File: src/rtl/afe_pkg.sv
// rtl/afe_pkg.sv - shared AFE types and constants (scheduler and calibration controller)
package afe_pkg;

   localparam int         ADC_W         = 8;
   localparam logic [6:0] DC_COMP_RESET = 7'd64;

   typedef enum logic [1:0] {IDLE, SETTLE, ACQ, PUSH} afe_state_t;
   typedef enum logic [1:0] {DARK, IR, RED} afe_slot_t;

endpackage

File: src/rtl/afe_channel_scheduler_if.sv
// rtl/afe_channel_scheduler_if.sv - settings, ADC, LED/DAC/PGA drive and sample stream of the scheduler
interface afe_channel_scheduler_if;
   import afe_pkg::*;

   logic             enable;
   logic [6:0]       dc_ir;
   logic [6:0]       dc_red;
   logic [3:0]       pga_ir;
   logic [3:0]       pga_red;
   logic [ADC_W-1:0] ADC;
   logic             adc_valid;
   logic             sample_ready;
   logic             LED_IR;
   logic             LED_RED;
   logic [6:0]       DC_Comp;
   logic [3:0]       PGA_Gain;
   logic [ADC_W-1:0] sample_data;
   logic             sample_chan;
   logic             sample_valid;
   logic             busy;

   modport slave (
      input  enable, dc_ir, dc_red, pga_ir, pga_red, ADC, adc_valid, sample_ready,
      output LED_IR, LED_RED, DC_Comp, PGA_Gain, sample_data, sample_chan, sample_valid, busy
   );

   modport master (
      output enable, dc_ir, dc_red, pga_ir, pga_red, ADC, adc_valid, sample_ready,
      input  LED_IR, LED_RED, DC_Comp, PGA_Gain, sample_data, sample_chan, sample_valid, busy
   );

endinterface

File: src/rtl/afe_avg_acc.sv
// rtl/afe_avg_acc.sv - burst accumulator and shift-average for one slot
// AFE_AMBIENT_SUB_EN: keeps the dark average and subtracts it (saturating at 0) from LED averages.
module afe_avg_acc
   import afe_pkg::*;
#(
   parameter int AVG_LOG2 = 2
) (
   input  logic             clk,
   input  logic             rst_n,
   input  logic             clear,
   input  logic             acq,
   input  logic [ADC_W-1:0] adc,
   input  logic             adc_valid,
`ifdef AFE_AMBIENT_SUB_EN
   input  logic             is_dark,
`endif
   output logic             done,
   output logic [ADC_W-1:0] avg
);

   localparam int ACC_W = ADC_W + AVG_LOG2;
   localparam int NUM   = 1 << AVG_LOG2;

   logic [AVG_LOG2:0] cnt;
   logic [ACC_W-1:0]  acc;
   logic              full;
   logic [ADC_W-1:0]  mean;

   assign full = (cnt == (AVG_LOG2 + 1)'(NUM));
   assign mean = ADC_W'(acc >> AVG_LOG2);

`ifdef AFE_AMBIENT_SUB_EN
   logic [ADC_W-1:0] dark_q;
`endif

   // done is a single-cycle pulse one edge after the last sample lands, with avg already updated
   always_ff @(posedge clk or negedge rst_n) begin
      if (!rst_n) begin
         cnt  <= '0;
         acc  <= '0;
         done <= 1'b0;
         avg  <= '0;
`ifdef AFE_AMBIENT_SUB_EN
         dark_q <= '0;
`endif
      end else if (clear) begin
         cnt  <= '0;
         acc  <= '0;
         done <= 1'b0;
      end else begin
         if (acq && !full && adc_valid) begin
            acc <= acc + ACC_W'(adc);
            cnt <= cnt + (AVG_LOG2 + 1)'(1);
         end
         done <= acq && full && !done;
         if (acq && full && !done) begin
`ifdef AFE_AMBIENT_SUB_EN
            if (is_dark)
               dark_q <= mean;
            else
               avg <= (mean > dark_q) ? mean - dark_q : '0;
`else
            avg <= mean;
`endif
         end
      end
   end

endmodule

File: src/rtl/afe_channel_scheduler.sv
// rtl/afe_channel_scheduler.sv - IR/RED time-multiplexing of the shared optical front end
// AFE_AMBIENT_SUB_EN: inserts a dark (LEDs off) slot before every LED slot for ambient subtraction.
module afe_channel_scheduler
   import afe_pkg::*;
#(
   parameter int SETTLE_CYC = 16,
   parameter int AVG_LOG2   = 2
) (
   input  logic                    clk,
   input  logic                    rst_n,
   afe_channel_scheduler_if.slave  bus
);

   localparam int CNT_W = $clog2(SETTLE_CYC + 1);
`ifdef AFE_AMBIENT_SUB_EN
   localparam bit HAS_DARK = 1'b1;
`else
   localparam bit HAS_DARK = 1'b0;
`endif

   afe_state_t       state_q, state_d;
   afe_slot_t        slot_q, slot_d;
   logic             chan_q, chan_d;
   logic [CNT_W-1:0] settle_cnt;
   logic             start_slot, push_entry, avg_done;
   logic [ADC_W-1:0] avg;

   logic             led_ir_q, led_red_q, chan_out_q, valid_q, busy_q;
   logic [6:0]       dc_q;
   logic [3:0]       pga_q;
   logic [ADC_W-1:0] data_q;

   // chan tracks the LED channel the current slot belongs to; a dark slot borrows it for its settings
   always_comb begin
      state_d    = state_q;
      slot_d     = slot_q;
      chan_d     = chan_q;
      start_slot = 1'b0;
      push_entry = 1'b0;
      unique case (state_q)
         IDLE: if (bus.enable) begin
            state_d    = SETTLE;
            start_slot = 1'b1;
            chan_d     = 1'b0;
            slot_d     = HAS_DARK ? DARK : IR;
         end
         SETTLE: if (settle_cnt == CNT_W'(SETTLE_CYC - 1)) state_d = ACQ;
         ACQ: if (avg_done) begin
            if (slot_q == DARK) begin
               state_d    = SETTLE;
               start_slot = 1'b1;
               slot_d     = chan_q ? RED : IR;
            end else begin
               state_d    = PUSH;
               push_entry = 1'b1;
            end
         end
         PUSH: if (bus.sample_ready) begin
            if (bus.enable) begin
               state_d    = SETTLE;
               start_slot = 1'b1;
               chan_d     = ~chan_q;
               slot_d     = HAS_DARK ? DARK : (chan_q ? IR : RED);
            end else begin
               state_d = IDLE;
            end
         end
         default: state_d = IDLE;
      endcase
   end

   always_ff @(posedge clk or negedge rst_n) begin
      if (!rst_n) begin
         state_q    <= IDLE;
         slot_q     <= IR;
         chan_q     <= 1'b0;
         settle_cnt <= '0;
      end else begin
         state_q <= state_d;
         slot_q  <= slot_d;
         chan_q  <= chan_d;
         if (start_slot)
            settle_cnt <= '0;
         else if (state_q == SETTLE)
            settle_cnt <= settle_cnt + CNT_W'(1);
      end
   end

   always_ff @(posedge clk or negedge rst_n) begin
      if (!rst_n) begin
         led_ir_q   <= 1'b0;
         led_red_q  <= 1'b0;
         dc_q       <= DC_COMP_RESET;
         pga_q      <= '0;
         data_q     <= '0;
         chan_out_q <= 1'b0;
         valid_q    <= 1'b0;
         busy_q     <= 1'b0;
      end else begin
         busy_q <= (state_d != IDLE);
         if (start_slot) begin
            led_ir_q  <= (slot_d == IR);
            led_red_q <= (slot_d == RED);
            dc_q      <= chan_d ? bus.dc_red  : bus.dc_ir;
            pga_q     <= chan_d ? bus.pga_red : bus.pga_ir;
         end else if (state_d == IDLE) begin
            led_ir_q  <= 1'b0;
            led_red_q <= 1'b0;
            dc_q      <= DC_COMP_RESET;
            pga_q     <= '0;
         end
         if (push_entry) begin
            led_ir_q   <= 1'b0;
            led_red_q  <= 1'b0;
            data_q     <= avg;
            chan_out_q <= chan_q;
            valid_q    <= 1'b1;
         end else if (state_q == PUSH && bus.sample_ready) begin
            valid_q <= 1'b0;
         end
      end
   end

   afe_avg_acc #(.AVG_LOG2(AVG_LOG2)) u_avg_acc (
      .clk       (clk),
      .rst_n     (rst_n),
      .clear     (state_q == SETTLE),
      .acq       (state_q == ACQ),
      .adc       (bus.ADC),
      .adc_valid (bus.adc_valid),
`ifdef AFE_AMBIENT_SUB_EN
      .is_dark   (slot_q == DARK),
`endif
      .done      (avg_done),
      .avg       (avg)
   );

   assign bus.LED_IR       = led_ir_q;
   assign bus.LED_RED      = led_red_q;
   assign bus.DC_Comp      = dc_q;
   assign bus.PGA_Gain     = pga_q;
   assign bus.sample_data  = data_q;
   assign bus.sample_chan  = chan_out_q;
   assign bus.sample_valid = valid_q;
   assign bus.busy         = busy_q;

endmodule
File: src/flat_wrapper.sv
// flat-port wrapper written by rule: the top's interface ports become plain ports
module afe_channel_scheduler_flat import afe_pkg::*;
#(
   parameter int SETTLE_CYC = 16,
   parameter int AVG_LOG2   = 2
)
  (clk, rst_n, bus_enable, bus_dc_ir, bus_dc_red, bus_pga_ir, bus_pga_red, bus_ADC, bus_adc_valid, bus_sample_ready, bus_LED_IR, bus_LED_RED, bus_DC_Comp, bus_PGA_Gain, bus_sample_data, bus_sample_chan, bus_sample_valid, bus_busy);
  afe_channel_scheduler_if bus_i ();
  input  logic clk;
  input  logic rst_n;
  input wire logic [$bits(bus_i.enable)-1:0] bus_enable;
  input wire logic [$bits(bus_i.dc_ir)-1:0] bus_dc_ir;
  input wire logic [$bits(bus_i.dc_red)-1:0] bus_dc_red;
  input wire logic [$bits(bus_i.pga_ir)-1:0] bus_pga_ir;
  input wire logic [$bits(bus_i.pga_red)-1:0] bus_pga_red;
  input wire logic [$bits(bus_i.ADC)-1:0] bus_ADC;
  input wire logic [$bits(bus_i.adc_valid)-1:0] bus_adc_valid;
  input wire logic [$bits(bus_i.sample_ready)-1:0] bus_sample_ready;
  output wire logic [$bits(bus_i.LED_IR)-1:0] bus_LED_IR;
  output wire logic [$bits(bus_i.LED_RED)-1:0] bus_LED_RED;
  output wire logic [$bits(bus_i.DC_Comp)-1:0] bus_DC_Comp;
  output wire logic [$bits(bus_i.PGA_Gain)-1:0] bus_PGA_Gain;
  output wire logic [$bits(bus_i.sample_data)-1:0] bus_sample_data;
  output wire logic [$bits(bus_i.sample_chan)-1:0] bus_sample_chan;
  output wire logic [$bits(bus_i.sample_valid)-1:0] bus_sample_valid;
  output wire logic [$bits(bus_i.busy)-1:0] bus_busy;
  assign bus_i.enable = bus_enable;
  assign bus_i.dc_ir = bus_dc_ir;
  assign bus_i.dc_red = bus_dc_red;
  assign bus_i.pga_ir = bus_pga_ir;
  assign bus_i.pga_red = bus_pga_red;
  assign bus_i.ADC = bus_ADC;
  assign bus_i.adc_valid = bus_adc_valid;
  assign bus_i.sample_ready = bus_sample_ready;
  assign bus_LED_IR = bus_i.LED_IR;
  assign bus_LED_RED = bus_i.LED_RED;
  assign bus_DC_Comp = bus_i.DC_Comp;
  assign bus_PGA_Gain = bus_i.PGA_Gain;
  assign bus_sample_data = bus_i.sample_data;
  assign bus_sample_chan = bus_i.sample_chan;
  assign bus_sample_valid = bus_i.sample_valid;
  assign bus_busy = bus_i.busy;
  afe_channel_scheduler #(.SETTLE_CYC(SETTLE_CYC), .AVG_LOG2(AVG_LOG2)) u_core (.clk(clk), .rst_n(rst_n), .bus(bus_i));
endmodule
File: config.mk
export PLATFORM = sky130hd
export DESIGN_NAME = afe_channel_scheduler_flat
export DESIGN_NICKNAME = d
export VERILOG_FILES = /design/src/rtl/afe_pkg.sv /design/src/rtl/afe_channel_scheduler_if.sv /design/src/rtl/afe_avg_acc.sv /design/src/rtl/afe_channel_scheduler.sv /design/src/flat_wrapper.sv
export SDC_FILE = /design/constraint.sdc
export NUM_CORES = 1
export LEC_CHECK = 0
export CORE_UTILIZATION = 45
export CTS_CLUSTER_DIAMETER = 200
export DETAILED_ROUTE_END_ITERATION = 8
export DONT_BUFFER_PORTS = 1
export GPL_TIMING_DRIVEN = 0
export HOLD_SLACK_MARGIN = 0.1
export PLACE_DENSITY = 0.63
export SLEW_MARGIN = 40
export SYNTH_ARGS = -nofsm -noshare
export SYNTH_HDL_FRONTEND = slang
export SYNTH_SLANG_ARGS = --single-unit
File: constraint.sdc
create_clock -name clk -period 2.96 [get_ports clk]
set_clock_uncertainty 0.2 [all_clocks]
set_input_delay 0.592 -clock clk [delete_from_list [all_inputs] [get_ports clk]]
set_output_delay 0.592 -clock clk [all_outputs]
set_load 0.01 [all_outputs]
# [Yosys cells after proc, flatten, opt, wreduce, memory -nomap -nowiden]
# Cells that the tools add are included.
[word_totals] register_bits=56 latchBits=0 mem_bits_rw=0 rom_bits=0 input_bits=35 out_inout_bits=24 word_cells=92 n_memories=0
[classes] n_addsub=3 mul=0 n_div=0 magnitude_cmp=0 n_eq_ne=7 shifts=0 muxes=47 bitwise=2 n_reduce_logical=17
[op_table] operator="two-way mux 2 bit" n=12
[op_table] operator="two-way mux 7 bit" n=3
[op_table] operator="two-way mux 10 bit" n=2
[op_table] operator="two-way mux 1 bit" n=19
[op_table] operator="two-way mux 4 bit" n=3
[op_table] operator="adder 10 x 8 -> 10 bit" n=1
[op_table] operator="two-way mux 5 bit" n=2
[op_table] operator="nonzero test 2 bit" n=5
[op_table] operator="one-hot mux 2 bit (4 select lines)" n=1
[op_table] operator="equality test 2 bit, second input constant" n=3
[op_table] operator="logical NOT 2 bit" n=3
[op_table] operator="two-way mux 3 bit" n=2
[op_table] operator="one-hot mux 2 bit (3 select lines)" n=1
[op_table] operator="adder 5 x 1 -> 5 bit, second input constant" n=1
[op_table] operator="equality test 5 x 4 -> 1 bit, second input constant" n=1
[op_table] operator="logical AND 1 bit" n=5
[op_table] operator="equality test 2 x 1 -> 1 bit, second input constant" n=2
[op_table] operator="adder 3 x 1 -> 3 bit, second input constant" n=1
[op_table] operator="equality test 3 bit, second input constant" n=1
[op_table] operator="one-hot mux 1 bit (3 select lines)" n=1
[op_table] operator="nonzero test 3 bit" n=1
[op_table] operator="logical NOT 1 bit" n=2
[op_table] operator="inverter 1 bit" n=2
[op_table] operator="one-hot mux 1 bit (2 select lines)" n=1
[op_table] operator="AND reduction 2 bit" n=1

# [Longest topological paths before layout]
# Gate-level depths: netlist of run 1.
[depth] depth_word=8 mapped_depth=9 depth_no_buf=8

# [Hierarchy]
# Synthesis of run 1 repeated with hierarchy kept, for this count alone.
[hier_totals] hier_cells=281 area_unflattened_um2=2954.1
[by_module_without_submodules] mod="afe_channel_scheduler" n_inst=1 cells_each=158 area_each_um2=1696.6 seq_area_each_um2=853.3
[by_module_without_submodules] mod="afe_avg_acc" n_inst=1 cells_each=123 area_each_um2=1257.5 seq_area_each_um2=550.5

# [Least setup slack after synthesis of run 1]
# No wires, ideal clock.
[synth_timing] kind="input -> register" from="in bus_ADC[0]" to="reg u_core.u_avg_acc.acc[6]" setup_ns=0.069 t_arrival_ns=2.060 t_required_ns=2.691 slack_ns=0.631 cell_stages=8 n_path_buf=0 cell_sequence="ha_1 > inv_1 > fa_1 > nor2b_4 > o31a_1 > o21a_1 > or4_1 > nand3_1"
[synth_via] elab_chain_cells=3
[synth_lines] item="start, declared" line_no="flat_wrapper.sv:16" rtl="input wire logic [$bits(bus_i.ADC)-1:0] bus_ADC;"
[synth_lines] item="adder 10 x 8 -> 10 bit" line_no="afe_avg_acc.sv:52" rtl="acc <= acc + ACC_W'(adc);"
[synth_lines] item="two-way mux 10 bit" line_no="afe_avg_acc.sv:51" rtl="if (acq && !full && adc_valid) begin"
[synth_lines] item="two-way mux 10 bit" line_no="afe_avg_acc.sv:46" rtl="end else if (clear) begin"
[synth_lines] item="end signal, assigned" line_no="afe_avg_acc.sv:52"
[synth_lines] item="end, declared" line_no="afe_avg_acc.sv:25" rtl="logic [ACC_W-1:0] acc;"
# Every way passes these cells. The select of a mux whose other input is x is not followed.
# A chain may end at the register's enable or synchronous reset.

# [Final worst setup path of run 1]
[layout_timing] from="reg u_core.state_q[0]" to="reg u_core.dc_q[5] (netlist: u_core.bus.DC_Comp[5])"
[layout_via] elab_chain_cells=4 word_cells_on_any_way=15 classes_between="eq/ne (3); mux (9); reduce/logical (3)"
[layout_lines] item="start, declared" line_no="afe_channel_scheduler.sv:21" rtl="afe_state_t state_q, state_d;"
[layout_lines] item="start signal, assigned" line_no="afe_channel_scheduler.sv:79" rtl="state_q <= state_d;"
[layout_lines] item="equality test 2 bit, or another cell as far along" line_no="afe_channel_scheduler.sv:40" rtl="unique case (state_q)"
[layout_lines] item="one-hot mux 2 bit (4 select lines) / one-hot mux 1 bit (2 select lines) (equally long branches)" line_no="afe_channel_scheduler.sv:40"
[layout_lines] item="logical NOT 2 bit / two-way mux 7 bit (equally long branches)" line_no="afe_channel_scheduler.sv:106, afe_channel_scheduler.sv:104"
[layout_lines] item="nonzero test 2 bit (no source line) / two-way mux 7 bit (equally long branches)"
[layout_lines] item="end signal, assigned" line_no="afe_channel_scheduler.sv:104" rtl="dc_q <= chan_d ? bus.dc_red : bus.dc_ir;"
[layout_lines] item="end, declared" line_no="afe_channel_scheduler.sv:29" rtl="logic [6:0] dc_q;"
# Several ways; a longest one is shown, not always the timed one.

==> run summary, run 1 <==
The reported max-cap violation count came out at 0. Input and output buffers added on the ports amount to 0. The post-route minimum period came out at 2.274 ns. The async set-or-reset flop fraction in the synthesized netlist is 100.0%. The count of different cell masters after synthesis came out at 61. The number of max-slew violations in the final report is 0.

The cell count of the worst reg-to-reg path came out at 8. The xor/xnor share of the synthesized area came out at 0.5882%. Entering global routing, the biggest net connects 57 pins.

The count of nets left with antenna violations once routing finished came out at 0. The netlist area before placement is 2978 sq um. The launch instance of the worst register-to-register path is u_core.state_q[0]$_DFF_PN0_.

In the global route stage, overall resource usage came out at 17.65%. The net count of the finished layout is 339. The longest clock path from root to sink contains 2 buffers. The maximum vdd drop came out at 0.0005160 V.

The worst setup path is launched from a register. The core outline area is 6386 sq um. The initial cell density of the core is 46.63%. After the first detailed-routing iteration, the DRC count stood at 97. The cell family contributing the most delay on the critical path is compound AO/OA/AOI/OAI gates. Hold is met by 0.2747 ns. The flow ran to the end, and the final reports show no timing, DRC or antenna violations. In this run, synthesis inferred 0 flip-flops with an integrated enable. The critical path goes through inv_1 -> ha_1 -> buf_6 -> o211ai_1 -> a41o_1 -> a21oi_2 -> buf_2 -> o2bb2ai_1.

The maximum fanout encountered on the critical timing path is 10. The total DRC errors in the routed layout is 0. Data on the critical path is required at its endpoint by 3.00 ns. In this run the worst hold path is classified as in2reg.

The critical path crosses 8 cells after its start point. The iteration count of the initial detailed-routing pass is 4. The most critical setup path has its startpoint at u_core.state_q[0]$_DFF_PN0_. The HPWL after detailed placement came out at 4250 um. The leakage component of the power came out at 1.539 nW. The standard cell area after detailed placement is 3074 sq um. Dividing total power by cell area gives a power density of 911.5 nW/um^2. The average size of a mapped cell is 10.75 sq um. The most instantiated flip-flop cell in the synthesis netlist is sky130_fd_sc_hd__dfrtp_1.

The share of the yosys chip area belonging to registers came out at 47.14%. The weighted congestion at the end of routability-driven global placement came out at 0.7979. Setup repair after global routing left no endpoint under its margin.

The final design area excluding fillers came out at 3227 sq um. The level count of the clock H-tree came out at 2. The worst hold path was traced through 3 stages.

The slew at the pin closest to its max-slew limit came out at 0.6710 ns. The number of gates resized after CTS was 0. The peak per-stage delay on the critical path is 0.43 ns.

The post-synthesis net count came out at 330. The end of the worst register-to-register path is u_core.bus.DC_Comp[5]$_DFFE_PN0P_. The count of final setup violators is 0.

The number of antenna violations at the first check in global routing came out at 0. The startpoint identified for the worst hold timing path is bus_sample_ready. After synthesis the netlist holds a flip-flop and latch count of 56. The clock transition at the registers of the reported paths came out at 0.10 ns. The final-layout fill cell count came out at 575. The count of final hold-check violations is 0. The area growth from synthesis to layout is 8.361%. The synthesized netlist cell count is 277. The worst hold path terminates at u_core.bus.sample_valid$_DFFE_PN0P_.

The clock net in this run drives a total of 56 sinks. The number of buffers and inverters on the critical path is 3. For this run, the share of the core covered by cells in the final layout is 50.53%. During synthesis, Yosys emitted a total of 0 warnings. The vias after detailed routing came out at 2079.

For the worst setup path, the data arrival time is 2.31 ns. TritonCTS built the clock tree. The detailed-route wire length per cell is 16.11 um. The critical path in this run is classified as reg2reg. The maximum achievable frequency is 439.8 MHz. The die footprint came out at 6946 sq um. The repair_antennas step left the layout with diodes totalling 0. The fraction of the mapped netlist area in simple logic gates came out at 14.08%. The total wire length came out at 5864 um.

After synthesis, the largest family of logic cells by area is compound AO/OA/AOI/OAI gates. The total I/O pin count is 59. The ratio of final minimum period to clock period is 76.82%. The register-to-register setup slack came out at 0.69 ns. The floorplan has 29 rows. In the final layout, the share of cells above drive strength 1 is 14.63%. The floorplan die height is 83.35 um. Summed over all failing endpoints, the final setup total negative slack is 0 ns. The worst-case headroom to the max-slew limit came out at 55.07%. The total congestion overflow is 0. The buffer cell driving the clock tree root is sky130_fd_sc_hd__clkbuf_8. For this design, the slowest cell found on the critical path is sky130_fd_sc_hd__dfrtp_1.

The portion of synthesized area spent on multiplexers is 10.13%. The number of global-route vias before repair came out at 1977. The later pin in the worst-skew pair is clocked with a latency of 0.31 ns.

The first global-routing pass estimated 9777 um of wire. The area fraction in compound gates after synthesis is 15.42%. The adder-cell area share of the yosys netlist came out at 7.815%.

The number of CTS-inserted buffers is 5. The worst setup path is captured at a register. In the routed layout, each cell is associated on average with a via count of 5.712. Measured along the x axis, the die boundary spans 83.35 um.
sequential cells by signal, indices dropped and copies added, names as in the netlist:
register / cells
u_core.bus.DC_Comp: 7
u_core.bus.LED_IR: 1
u_core.bus.LED_RED: 1
u_core.bus.PGA_Gain: 4
u_core.bus.busy: 1
u_core.bus.sample_chan: 1
u_core.bus.sample_data: 8
u_core.bus.sample_valid: 1
u_core.chan_q: 1
u_core.settle_cnt: 5
u_core.slot_q: 2
u_core.state_q: 2
u_core.u_avg_acc.acc: 10
u_core.u_avg_acc.avg: 8
u_core.u_avg_acc.cnt: 3
u_core.u_avg_acc.done: 1
worst reg2reg max path: stages (launching register included):
cell                        delay [ns]
sky130_fd_sc_hd__dfrtp_1          0.43
sky130_fd_sc_hd__inv_1            0.10
sky130_fd_sc_hd__ha_1             0.16
sky130_fd_sc_hd__buf_6            0.14
sky130_fd_sc_hd__o211ai_1         0.28
sky130_fd_sc_hd__a41o_1           0.35
sky130_fd_sc_hd__a21oi_2          0.16
sky130_fd_sc_hd__buf_2            0.24
sky130_fd_sc_hd__o2bb2ai_1        0.15
cells in the mapped netlist, drive strengths merged, types with 2 or more instances:
cell type | instances | area share (%)
a211oi | 2 | 0.50
a21oi | 13 | 2.3
and2 | 2 | 0.42
and3 | 2 | 0.42
buf | 9 | 2.2
clkbuf | 4 | 0.50
dfrtp | 54 | 45
dfstp | 2 | 1.8
ha | 17 | 7.1
inv | 17 | 2.1
mux2 | 17 | 6.4
mux2i | 11 | 3.7
nand2 | 21 | 2.7
nand3 | 13 | 2.2
nand4 | 4 | 0.84
nor2 | 10 | 1.3
nor2b | 5 | 1.3
nor3 | 3 | 0.50
nor4b | 2 | 0.59
o211ai | 4 | 1.2
o21a | 3 | 0.76
o21ai | 17 | 2.9
o2bb2ai | 11 | 3.2
or2 | 2 | 0.42
or3 | 3 | 0.63
or4 | 2 | 0.50
layout make-up:
| class | instances | area, sq um | area share, % |
|---|---|---|---|
| buffer | 13 | 80.08 | 2.482 |
| sequential | 56 | 1404 | 43.51 |
| inverter | 17 | 63.81 | 1.978 |
| timing repair buffer | 2 | 37.54 | 1.163 |
| clock inverter | 3 | 46.29 | 1.435 |
| clock buffer | 5 | 68.82 | 2.133 |
| tap | 77 | 96.34 | 2.986 |
| multi-input combinational | 191 | 1430 | 44.32 |
how the worst max path moves through the flow:
stage,to
after detailed placement,u_core.u_avg_acc.acc[8]$_DFFE_PN0P_
after global routing,u_core.bus.DC_Comp[0]$_DFFE_PN0P_
after global placement,u_core.u_avg_acc.acc[6]$_DFFE_PN0P_
final,u_core.bus.DC_Comp[5]$_DFFE_PN0P_
after CTS,u_core.bus.DC_Comp[4]$_DFFE_PN0P_
after floorplan,u_core.u_avg_acc.acc[6]$_DFFE_PN0P_
stage by stage:
step | instances | worst slack, ns | total power, mW
floorplan | 277 | 0.6306 | 2.140
global placement | 354 | 0.5387 | 2.387
detailed placement | 354 | 0.5156 | 2.412
CTS | 364 | 0.6914 | 2.956
global route | 364 | 0.5215 | 3.162
finish | 364 | 0.6862 | 2.941
power by group:
group | internal (mW) | leakage, nW | total, mW | switching (mW)
clock network | 0.255 | 0.0548 | 0.522 | 0.267
logic | 0.526 | 0.739 | 1.21 | 0.680
registers | 0.996 | 0.745 | 1.21 | 0.217
metal layers:
| layer | vias up | track usage (%) | share of wire (%) |
|---|---|---|---|
| met5 | - | 0 | 0 |
| met1 | 1017 | 24.14 | 48 |
| met2 | 28 | 28.32 | 47 |
| li1 | 1028 | - | - |
| met4 | 0 | 4.702 | 0.99 |
| met3 | 6 | 4.076 | 3.6 |
layout by cell type (no fill, tap or decap), drive strengths merged, types with 2 or more instances in the layout:
cell type / netlist / layout
nor3: 3 / 3
or4: 2 / 2
mux2: 17 / 17
ha: 17 / 17
o21ai: 17 / 17
nand4: 4 / 4
o21a: 3 / 3
or3: 3 / 3
dfrtp: 54 / 54
nand3: 13 / 13
nor4b: 2 / 2
mux2i: 11 / 11
nand2: 21 / 21
clkbuf: 4 / 9
o2bb2ai: 11 / 11
and3: 2 / 2
buf: 9 / 10
nor2b: 5 / 5
a21oi: 13 / 13
inv: 17 / 18
o211ai: 4 / 4
dfstp: 2 / 2
a211oi: 2 / 2
and2: 2 / 2
or2: 2 / 2
nor2: 10 / 10
kinds of logic after synthesis:
logic type,after synthesis
flip-flops,56
AND/OR/NAND/NOR,77
adder cells (fa/ha/maj),18
buffers and inverters,30
multiplexers,28
XOR/XNOR,2
AO/OA/AOI/OAI,66
timing repair:
| action | in CTS | in global routing |
|---|---|---|
| endpoints found under the hold margin | 56 | 0 |
| hold buffers | 2 | 0 |
| buffers inserted | 0 | 0 |
(Power assumes the default switching activity.)
==> inputs of run 2 (changes only) <==
PLACE_DENSITY = 0.65   (was 0.63)
clock period = 2 ns   (was 2.96 ns; I/O delays follow)
==> run summary, run 2 (synthesized netlist as in run 1, its figures left out) <==
The number of routed nets with antenna violations came to 0 (unchanged). STA classifies the critical path endpoint as a register. Compared with the post-synthesis result, the final layout area differs by 26.72%. The clock transition at the registers of the reported paths came out at 0.11 ns (about the same).

The power density of the placed cells came out at 1375 nW/um^2 (+51%). The total congestion overflow came out at 0 (unchanged). The library cell used most frequently in the layout, excluding fill and tap cells, is sky130_fd_sc_hd__dfrtp_1. The standard cell area after detailed placement is 3104 sq um (+0.98%).

The top cell types in the final layout, fill and taps aside, are sky130_fd_sc_hd__dfrtp_1, sky130_fd_sc_hd__nand2_1, sky130_fd_sc_hd__buf_4. The total routing usage reported by global routing came out at 19.73% (+2.1 points). The later-pin clock latency in the skew report is 0.31 ns (about the same).

The final total negative setup slack is -2.581 ns (-2.581 ns). Setup repair after global routing could not meet its margin everywhere. The launching element type of the critical path is a register. The global-route wire length before repair is 10940 um (+12%). The maximum fanout encountered on the critical timing path is 3 (-7). The run finished, with violations left.

The register with the most flip-flops in the final layout is u_core.u_avg_acc.acc. The worst slack at placement came out at -0.2277 ns (-0.7433 ns). The post-route minimum period is 2.206 ns (-0.06820 ns).

The ratio of final minimum period to clock period is 110.3% (+33 points). The number of flip-flops in the largest register came out at 10 (unchanged). The CTS sink count came out at 56 (unchanged). The number of buffers inserted by port buffering was 0 (unchanged).

The final design area excluding fillers was 3774 sq um (+17%). The core outline area is 6386 sq um (unchanged). The count of final hold-check violations was 0 (unchanged). The share of final-layout standard cells stronger than drive strength 1 is 35.76% (+21 points). Tracing the worst setup path back leads to its startpoint at u_core.u_avg_acc.acc[0]$_DFFE_PN0P_. The post-detailed-route via-to-cell ratio is 5.794 (+1.4%). The final reports fail on negative setup slack. The arrival time at the worst endpoint is 2.26 ns (-0.05 ns). The level count of the clock H-tree is 2 (unchanged). The post-route total power is 5.187 mW (+76%).

The count of final setup violators is 19 (+19). The data required time of the worst path is 2.05 ns (-0.95 ns). The HPWL after detailed placement came to 4298 um (+1.1%). The slew at the pin closest to its max-slew limit is 0.4195 ns (-0.2515 ns). The tightest min-delay check is of the in2reg type. The total I/O pin count came out at 59 (unchanged). The maximum achievable frequency came to 453.4 MHz (+3.1%). TritonCTS built the clock tree. The number of CTS-inserted buffers is 5 (unchanged).

The floorplan die height is 83.35 um (unchanged). In this run the critical register-to-register path is launched from u_core.u_avg_acc.acc[0]$_DFFE_PN0P_. The final worst hold slack came to 0.08774 ns (-0.1870 ns). The leakage component of the power is 1.729 nW (+12%). The number of design-rule violations left by the first detailed-router iteration came out at 128 (+32%). The buffer levels on the longest clock path came out at 2 (unchanged).

The die footprint came out at 6946 sq um (unchanged). The critical path start-end classification is reg2reg. The weighted congestion at the end of routability-driven global placement is 0.8046 (+0.84%). The detailed-route wire length per cell came out at 18.10 um (+12%). The count of non-filler cells in the finished layout is 393 (+8.0%). The instance count after placement with tap cells included was 354 (unchanged). The floorplan row count is 29 (unchanged). The vias after detailed routing came out at 2277 (+9.5%).

The iteration count of the initial detailed-routing pass is 4 (unchanged). The buffer cell driving the clock tree root is sky130_fd_sc_hd__clkbuf_8. The final worst slack was -0.2056 ns (-0.8918 ns). The maximum vdd drop came out at 0.0009591 V (+86%). The reported max-cap violation count was 0 (unchanged).

The initial cell density of the core came to 46.63% (unchanged). The number of global-route vias before repair came out at 2209 (+12%). The pin count of the biggest net entering global routing came out at 57 (unchanged). The worst-case headroom to the max-slew limit came out at 72.03% (+17 points).

The antenna diode instance count came to 0 (unchanged). The die span in x came to 83.35 um (unchanged). The number of antenna violations at the first check in global routing is 0 (unchanged). The final core utilization is 59.09% (+8.6 points). The total DRC errors in the routed layout is 0 (unchanged).

The hold path startpoint is bus_dc_ir[6]. The number of max-slew violations in the final report is 0 (unchanged). The number of nets in the layout is 368 (+8.6%). The total wire length came out at 7114 um (+21%).
## run 2: changes by cell type in the layout (fill, tap and decap cells not counted), sizes merged
cell         before  now
buf              10   33
bufinv            1    0
clkbuf            9    8
clkinv            0    1
dlygate4sd3       1    8
## run 2: report_power, final
part / internal (mW) / total (mW) / switching (mW)
Combinational: 1.34 / 2.71 / 1.36
Sequential: 1.48 / 1.83 / 0.356
Clock: 0.250 / 0.645 / 0.395
## run 2: routing by layer
metal | GRT usage, % | part of all wire, % | vias up
met4 | 6.270 | 1.7 | 0
met3 | 4.473 | 4.3 | 13
met1 | 25.67 | 44 | 1126
li1 | - | - | 1087
met2 | 32.71 | 50 | 51
met5 | 0 | 0 | -
## run 2: area by class of cell
cell class	count	area, sq um
fillers	538	2613
clock buffers	5	68.82
repair buffers	33	302.8
flip-flops and latches	56	1406
multi-input cells	191	1722
clock inverters	3	21.27
inverters	17	63.81
plain buffers	11	92.59
well taps	77	96.34
## run 2: timing repair
| item | 4_1_cts | 5_1_grt |
|---|---|---|
| setup buffers | 9 | 12 |
| hold buffers | 9 | 0 |
| gates cloned | 1 | 2 |
| pin swaps | 7 | 7 |
| gates resized for setup | 31 | 46 |
| endpoints found under the setup margin | 42 | 41 |
| endpoints found under the hold margin | 60 | 0 |
## run 2: critical path, cell delays in order, from the launching register on
cell                        delay (ns)
sky130_fd_sc_hd__dfrtp_1          0.40
sky130_fd_sc_hd__ha_4             0.15
sky130_fd_sc_hd__inv_2            0.03
sky130_fd_sc_hd__fa_2             0.36
sky130_fd_sc_hd__nor2b_4          0.14
sky130_fd_sc_hd__o31a_1           0.19
sky130_fd_sc_hd__o211ai_1         0.13
sky130_fd_sc_hd__a2111oi_0        0.39
sky130_fd_sc_hd__nand3b_1         0.16
## run 2: path summary, 6_finish.rpt
check / to / slack (ns) / depth (start not counted)
max reg2reg: u_core.u_avg_acc.acc[8]$_DFFE_PN0P_ / -0.21 / 8
max in group asynchronous: u_core.slot_q[0]$_DFF_PN1_ / 0.93 / 2
min reg2reg: u_core.settle_cnt[3]$_DFFE_PN0P_ / 0.31 / 1
min in group asynchronous: u_core.u_avg_acc.acc[2]$_DFFE_PN0P_ / 0.37 / 2
min: u_core.bus.DC_Comp[6]$_DFFE_PN1P_ / 0.09 / 2
max: u_core.u_avg_acc.acc[8]$_DFFE_PN0P_ / -0.21 / 8
